===== config.mk =====
export PLATFORM = sky130hd
export DESIGN_NAME = alu_seq
export DESIGN_NICKNAME = d
export VERILOG_FILES = /design/src/rtl/alu_seq.sv
export SDC_FILE = /design/constraint.sdc
export NUM_CORES = 1
export LEC_CHECK = 0
export CAP_MARGIN = 30
export CORE_UTILIZATION = 33
export CTS_BUF_LIST = sky130_fd_sc_hd__clkbuf_8
export CTS_CLUSTER_SIZE = 10
export DETAILED_ROUTE_END_ITERATION = 8
export PLACE_DENSITY = 0.59
export SYNTH_ARGS = -nofsm -noshare
export SYNTH_HDL_FRONTEND = slang
export SYNTH_SLANG_ARGS = --single-unit
export TNS_END_PERCENT = 20

===== constraint.sdc =====
create_clock -name clk -period 4.4 [get_ports clk]
set_clock_uncertainty 0.05 [all_clocks]
set_input_delay 0.66 -clock clk [delete_from_list [all_inputs] [get_ports clk]]
set_output_delay 0.66 -clock clk [all_outputs]
set_load 0.03 [all_outputs]

===== src/rtl/alu_seq.sv =====
// Accumulator ALU with an optional shift-add sequential multiplier.
// Define ALU_SEQ_MUL_EN to build the MQ/M registers, counter and MUL FSM (opcode C).
module alu_seq #(
    parameter int unsigned WIDTH = 4,
    localparam int unsigned OP_W = 4
) (
    input  logic             clk,
    input  logic             reset,
    input  logic [OP_W-1:0]  op,
    input  logic             op_valid,
    input  logic [WIDTH-1:0] bus_in,
    output logic [WIDTH-1:0] bus_out,
    output logic [WIDTH-1:0] acc_out,
    output logic [WIDTH-1:0] mq_out,
    output logic             busy,
    output logic             zero_flag,
    output logic             carry_flag,
    output logic             neg_flag
);

    localparam int unsigned SUM_W = WIDTH + 1;

    localparam logic [OP_W-1:0] OP_ADD      = 4'h1;
    localparam logic [OP_W-1:0] OP_ADDC     = 4'h2;
    localparam logic [OP_W-1:0] OP_SUB      = 4'h3;
    localparam logic [OP_W-1:0] OP_SUBC     = 4'h4;
    localparam logic [OP_W-1:0] OP_AND      = 4'h5;
    localparam logic [OP_W-1:0] OP_OR       = 4'h6;
    localparam logic [OP_W-1:0] OP_XOR      = 4'h7;
    localparam logic [OP_W-1:0] OP_SHL      = 4'h8;
    localparam logic [OP_W-1:0] OP_SHR      = 4'h9;
    localparam logic [OP_W-1:0] OP_BUSTOACC = 4'hA;
    localparam logic [OP_W-1:0] OP_ACCTOBUS = 4'hB;
    localparam logic [OP_W-1:0] OP_CLRC     = 4'hD;

    logic [WIDTH-1:0] acc_q, acc_d;
    logic             c_q, c_d;
    logic             z_q, z_d;
    logic             n_q, n_d;
    logic             flags_upd_c;
    logic             accept_c;
    logic             sub_c;
    logic             cin_c;
    logic [WIDTH-1:0] opnd_c;
    logic [WIDTH:0]   sum_c;

`ifdef ALU_SEQ_MUL_EN
    localparam int unsigned CNT_W = $clog2(WIDTH + 1);
    localparam logic [OP_W-1:0] OP_MUL = 4'hC;

    typedef enum logic {
        S_IDLE = 1'b0,
        S_MUL  = 1'b1
    } state_t;

    state_t           state_q, state_d;
    logic [WIDTH-1:0] mq_q, mq_d;
    logic [WIDTH-1:0] m_q, m_d;
    logic [CNT_W-1:0] cnt_q, cnt_d;
    logic [WIDTH:0]   mul_sum_c;

    assign busy      = (state_q == S_MUL);
    assign mq_out    = mq_q;
    assign mul_sum_c = {1'b0, acc_q} + (mq_q[0] ? {1'b0, m_q} : '0);
`else
    assign busy   = 1'b0;
    assign mq_out = '0;
`endif

    assign accept_c   = op_valid & ~busy;
    assign acc_out    = acc_q;
    assign zero_flag  = z_q;
    assign carry_flag = c_q;
    assign neg_flag   = n_q;
    assign bus_out    = (reset && accept_c && (op == OP_ACCTOBUS)) ? acc_q : '0;

    // Shared adder: subtraction is ACC + ~bus_in + cin
    always_comb begin
        sub_c = (op == OP_SUB) || (op == OP_SUBC);
        case (op)
            OP_ADDC, OP_SUBC: cin_c = c_q;
            OP_SUB:           cin_c = 1'b1;
            default:          cin_c = 1'b0;
        endcase
        opnd_c = bus_in ^ {WIDTH{sub_c}};
        sum_c  = {1'b0, acc_q} + {1'b0, opnd_c} + SUM_W'(cin_c);
    end

    // Next-state for ACC, flags and the multiplier sequencer
    always_comb begin
        acc_d       = acc_q;
        c_d         = c_q;
        z_d         = z_q;
        n_d         = n_q;
        flags_upd_c = 1'b0;
`ifdef ALU_SEQ_MUL_EN
        mq_d    = mq_q;
        m_d     = m_q;
        cnt_d   = cnt_q;
        state_d = state_q;
`endif
        if (accept_c) begin
            case (op)
                OP_ADD, OP_ADDC, OP_SUB, OP_SUBC: begin
                    acc_d       = sum_c[WIDTH-1:0];
                    c_d         = sum_c[WIDTH];
                    flags_upd_c = 1'b1;
                end
                OP_AND: begin
                    acc_d       = acc_q & bus_in;
                    flags_upd_c = 1'b1;
                end
                OP_OR: begin
                    acc_d       = acc_q | bus_in;
                    flags_upd_c = 1'b1;
                end
                OP_XOR: begin
                    acc_d       = acc_q ^ bus_in;
                    flags_upd_c = 1'b1;
                end
                OP_SHL: begin
                    acc_d       = {acc_q[WIDTH-2:0], 1'b0};
                    c_d         = acc_q[WIDTH-1];
                    flags_upd_c = 1'b1;
                end
                OP_SHR: begin
                    acc_d       = {1'b0, acc_q[WIDTH-1:1]};
                    c_d         = acc_q[0];
                    flags_upd_c = 1'b1;
                end
                OP_BUSTOACC: acc_d = bus_in;
                OP_CLRC:     c_d   = 1'b0;
`ifdef ALU_SEQ_MUL_EN
                OP_MUL: begin
                    mq_d    = acc_q;
                    m_d     = bus_in;
                    acc_d   = '0;
                    cnt_d   = CNT_W'(WIDTH);
                    state_d = S_MUL;
                end
`endif
                default: ;
            endcase
        end
`ifdef ALU_SEQ_MUL_EN
        // One shift-add step per cycle; {carry, ACC, MQ} shifts right as a unit
        if (state_q == S_MUL) begin
            acc_d = mul_sum_c[WIDTH:1];
            mq_d  = {mul_sum_c[0], mq_q[WIDTH-1:1]};
            cnt_d = cnt_q - CNT_W'(1);
            if (cnt_q == CNT_W'(1)) begin
                state_d = S_IDLE;
                z_d     = (acc_d == '0) && (mq_d == '0);
                n_d     = acc_d[WIDTH-1];
                c_d     = 1'b0;
            end
        end
`endif
        if (flags_upd_c) begin
            z_d = (acc_d == '0);
            n_d = acc_d[WIDTH-1];
        end
    end

    always_ff @(posedge clk or negedge reset) begin
        if (!reset) begin
            acc_q <= '0;
            c_q   <= 1'b0;
            z_q   <= 1'b0;
            n_q   <= 1'b0;
        end else begin
            acc_q <= acc_d;
            c_q   <= c_d;
            z_q   <= z_d;
            n_q   <= n_d;
        end
    end

`ifdef ALU_SEQ_MUL_EN
    always_ff @(posedge clk or negedge reset) begin
        if (!reset) begin
            state_q <= S_IDLE;
            mq_q    <= '0;
            m_q     <= '0;
            cnt_q   <= '0;
        end else begin
            state_q <= state_d;
            mq_q    <= mq_d;
            m_q     <= m_d;
            cnt_q   <= cnt_d;
        end
    end
`endif

endmodule


==> impl_metrics.csv <==
group,metric,value,unit
run_status,outcome,"complete, no violations",
setup_path,crit_path_max_fanout,7,
sta,drv_slew,0,
sta,fmax,0.271,GHz
cells_and_area,layout_common_cells,"21 x clkdlybuf4s50_1, 14 x inv_1, 11 x ha_1",
synth,ys_ff_latch,7,
route,wl,2730,um
synth,synthSimpleGateAreaFrac,0.200,
route,via_count,1036,
route,drt_iter0_markers,29,
floorplanning,num_rows,20,
cts,clock-sinks,7,
sta,setup_viol,0,
sta,setup_tns,0,ns
hold_path,hp-class,"flip-flop to flip-flop",
route,wl_per_cell,13.7,um
grt,antenna_found_initial,0,
route,firstDrtPassIters,4,
setup_path,worstSetupPathType,"input port to flip-flop",
cts,clockBufferDepth,2,
synth,synthMuxAreaShare,0.0212,
grt,grt_pass1_vias,1048,
route,drcViolationCount,0,
setup_path,crit_arrival,3.79,ns
flow_run,cap_viol_max_count,0,
sta,hold_slack,0.442,ns
place,hpwl,2200,um
cells_and_area,nNetsFinal,181,
sta,worst_pin_slew,0.568,ns
grt,grt_max_degree,14,
sta,worst_slack,0.710,ns
setup_path,slowest_delay,0.58,ns
cts,htreeDepth,1,
pwr,power.density,305,nW/um^2
cells_and_area,drive_above_1_share,0.0897,
synth,synth_warnings,0,
floorplanning,die_x,58.7,um
sta,relSlewSlack,0.622,
cts,cts_buffers,3,
cts,cts_setup_buffers,0,
sta,min_period,3.69,ns
grt,grt_pass1_wl,4690,um
synth,synth_top_family_by_area,"compound AO/OA/AOI/OAI gates",
synth,syn_avg_cell_area,7.98,sq um
cts,clk_pin_slew,0.04,ns
place,dp_slack,0.464,ns
synth,synth_fa_ha_area_frac,0.167,
cts,cts_root_buf,"clkbuf_8",
synth,yosys.cell_types.count,43,
setup_path,crit_chain,"clkdlybuf4s50_1 -> nor2_4 -> a21oi_1 -> nor2_1 -> xnor2_1 -> fa_1 -> inv_1 -> fa_1 -> xor2_1 -> a222oi_1 -> a21oi_1 -> or4_1 -> o21ai_1",
pwr,ir_drop,0.242,mV
synth,mappedNetlistArea,1060,sq um
setup_path,slowest_stage,"clkdlybuf4s50_1",
cells_and_area,fill_cells,323,
route,vias_per_cell,5.18,
synth,syn_inst,133,
pwr,leakagePower,0.566,nW
grt,grtUsageTotal,0.180,
synth,ys_seq_area_frac,0.165,
setup_path,startpoint_type,"input port",
sta,hold_viol,0,
floorplanning,die_area,3450,sq um
place,io_buffers,21,
floorplanning,core,3050,sq um
cts,insertion_delay,0.22,ns
floorplanning,pin_count,27,
cts,hold_buffers,0,
floorplanning,die_y,58.7,um
setup_path,cp.required,4.50,ns
route,ant_nets,0,
place,place_area,1290,sq um
cells_and_area,synthToLayoutAreaGrowth,26.2,%
pwr,fin_total_pwr,0.409,mW
sta,rsz0062_at_grt,"false",
cells_and_area,fin_area,1340,sq um
grt,overflow,0,
synth,synth_compound_area_frac,0.268,
cells_and_area,antennaDiodeCount,0,
sta,finalCritPeriodShare,0.839,
floorplanning,start_util,0.348,
place,gp_congestion,0.892,
setup_path,worst_setup_path_end_kind,"flip-flop",
cts,cts_tree,"built",
cts,cts-resized-gates,0,
cells_and_area,layout_commonest_cell,"clkdlybuf4s50_1",
synth,synthXorXnorAreaFrac,0.0413,
final cells by class:
type | instances | area, sq um | share of cell area
clock buffers | 3 | 41.3 | 0.0308
repair buffers | 27 | 255 | 0.191
multi-input cells | 105 | 759 | 0.567
well taps | 44 | 55.1 | 0.0411
flip-flops and latches | 7 | 175 | 0.131
clock inverters | 1 | 3.75 | 0.00280
inverters | 13 | 48.8 | 0.0364
cells by family (layout without fill, tap and decap cells):
logic type,Yosys count,count (layout)
multiplexers,2,2
buffers and inverters,25,44
XOR/XNOR,5,5
flip-flops,7,7
adder cells (fa/ha/maj),13,13
AO/OA/AOI/OAI,41,41
AND/OR/NAND/NOR,39,39
other,1,5
power by group:
group | switching [mW] | total, mW | internal, mW | leakage [nW]
Sequential | 0.0246 | 0.104 | 0.0791 | 0.0819
Combinational | 0.125 | 0.220 | 0.0948 | 0.457
Clock | 0.0249 | 0.0849 | 0.0600 | 0.0269
Total | 0.175 | 0.409 | 0.234 | 0.566
Yosys cell counts, drive strengths merged:
cell type	number	area, sq um
a32oi	3	26.3
conb	1	3.75
a311oi	1	8.76
nor3b	3	22.5
buf	10	81.3
and2	1	6.26
inv	13	48.8
xnor2	4	35.0
nand2	8	30.0
or4	1	7.51
o22a	1	8.76
a21o	3	22.5
fa	2	40.0
a222oi	1	10.0
dfrtp	7	175
nor2	9	41.3
a22o	2	17.5
nor2b	4	27.5
a31oi	4	25.0
mux2	2	22.5
a21oi	8	40.0
o21a	2	15.0
nand2b	1	6.26
nor3	5	25.0
clkbuf	2	11.3
a211oi	2	15.0
xor2	1	8.76
and3	1	6.26
a221oi	1	15.0
a22oi	2	15.0
nand3	3	15.0
o21ai	9	45.0
ha	11	138
a32o	2	20.0
and2b	1	10.0
nand3b	2	15.0
through the flow:
stage / utilization / instances
after CTS: 0.439 / 200
final: 0.439 / 200
after floorplan: - / 137
after global placement: 0.424 / 196
after detailed placement: 0.424 / 196
after global routing: 0.439 / 200
worst paths after layout:
kind / start / to / slack, ns / cells after the start
max: op[1] / zero_flag$_DFFE_PN0P_ / 0.71 / 13
min: zero_flag$_DFFE_PN0P_ / zero_flag$_DFFE_PN0P_ / 0.44 / 2
max reg2reg: carry_flag$_DFFE_PN0P_ / zero_flag$_DFFE_PN0P_ / 1.70 / 11
min reg2reg: zero_flag$_DFFE_PN0P_ / zero_flag$_DFFE_PN0P_ / 0.44 / 2
max in group asynchronous: reset / acc_out[3]$_DFF_PN0_ / 3.37 / 1
min in group asynchronous: reset / acc_out[0]$_DFF_PN0_ / 0.66 / 1
worst max-delay path, delay by kind of cell:
kind,cells,cell delay [ns]
buf+inv,2,0.63
fa+ha+maj,2,0.61
compound gates,4,0.61
simple gates,3,0.94
xor+xnor,2,0.35
per-layer routing:
metal  part of all wire  vias up  routed length [um]  global-route usage
li1                   -      509                   -                   -
met4             0.0077        0                  21              0.0612
met5                  0        -                   0                   0
met1               0.45      492                1240               0.233
met2               0.48       33                1300               0.297
met3              0.061        2                 168              0.0396
sequential cells by signal, indices dropped and copies added (netlist names):
register / flops
acc_out: 4
neg_flag: 1
carry_flag: 1
zero_flag: 1
Power figures use the tool's default switching activity.
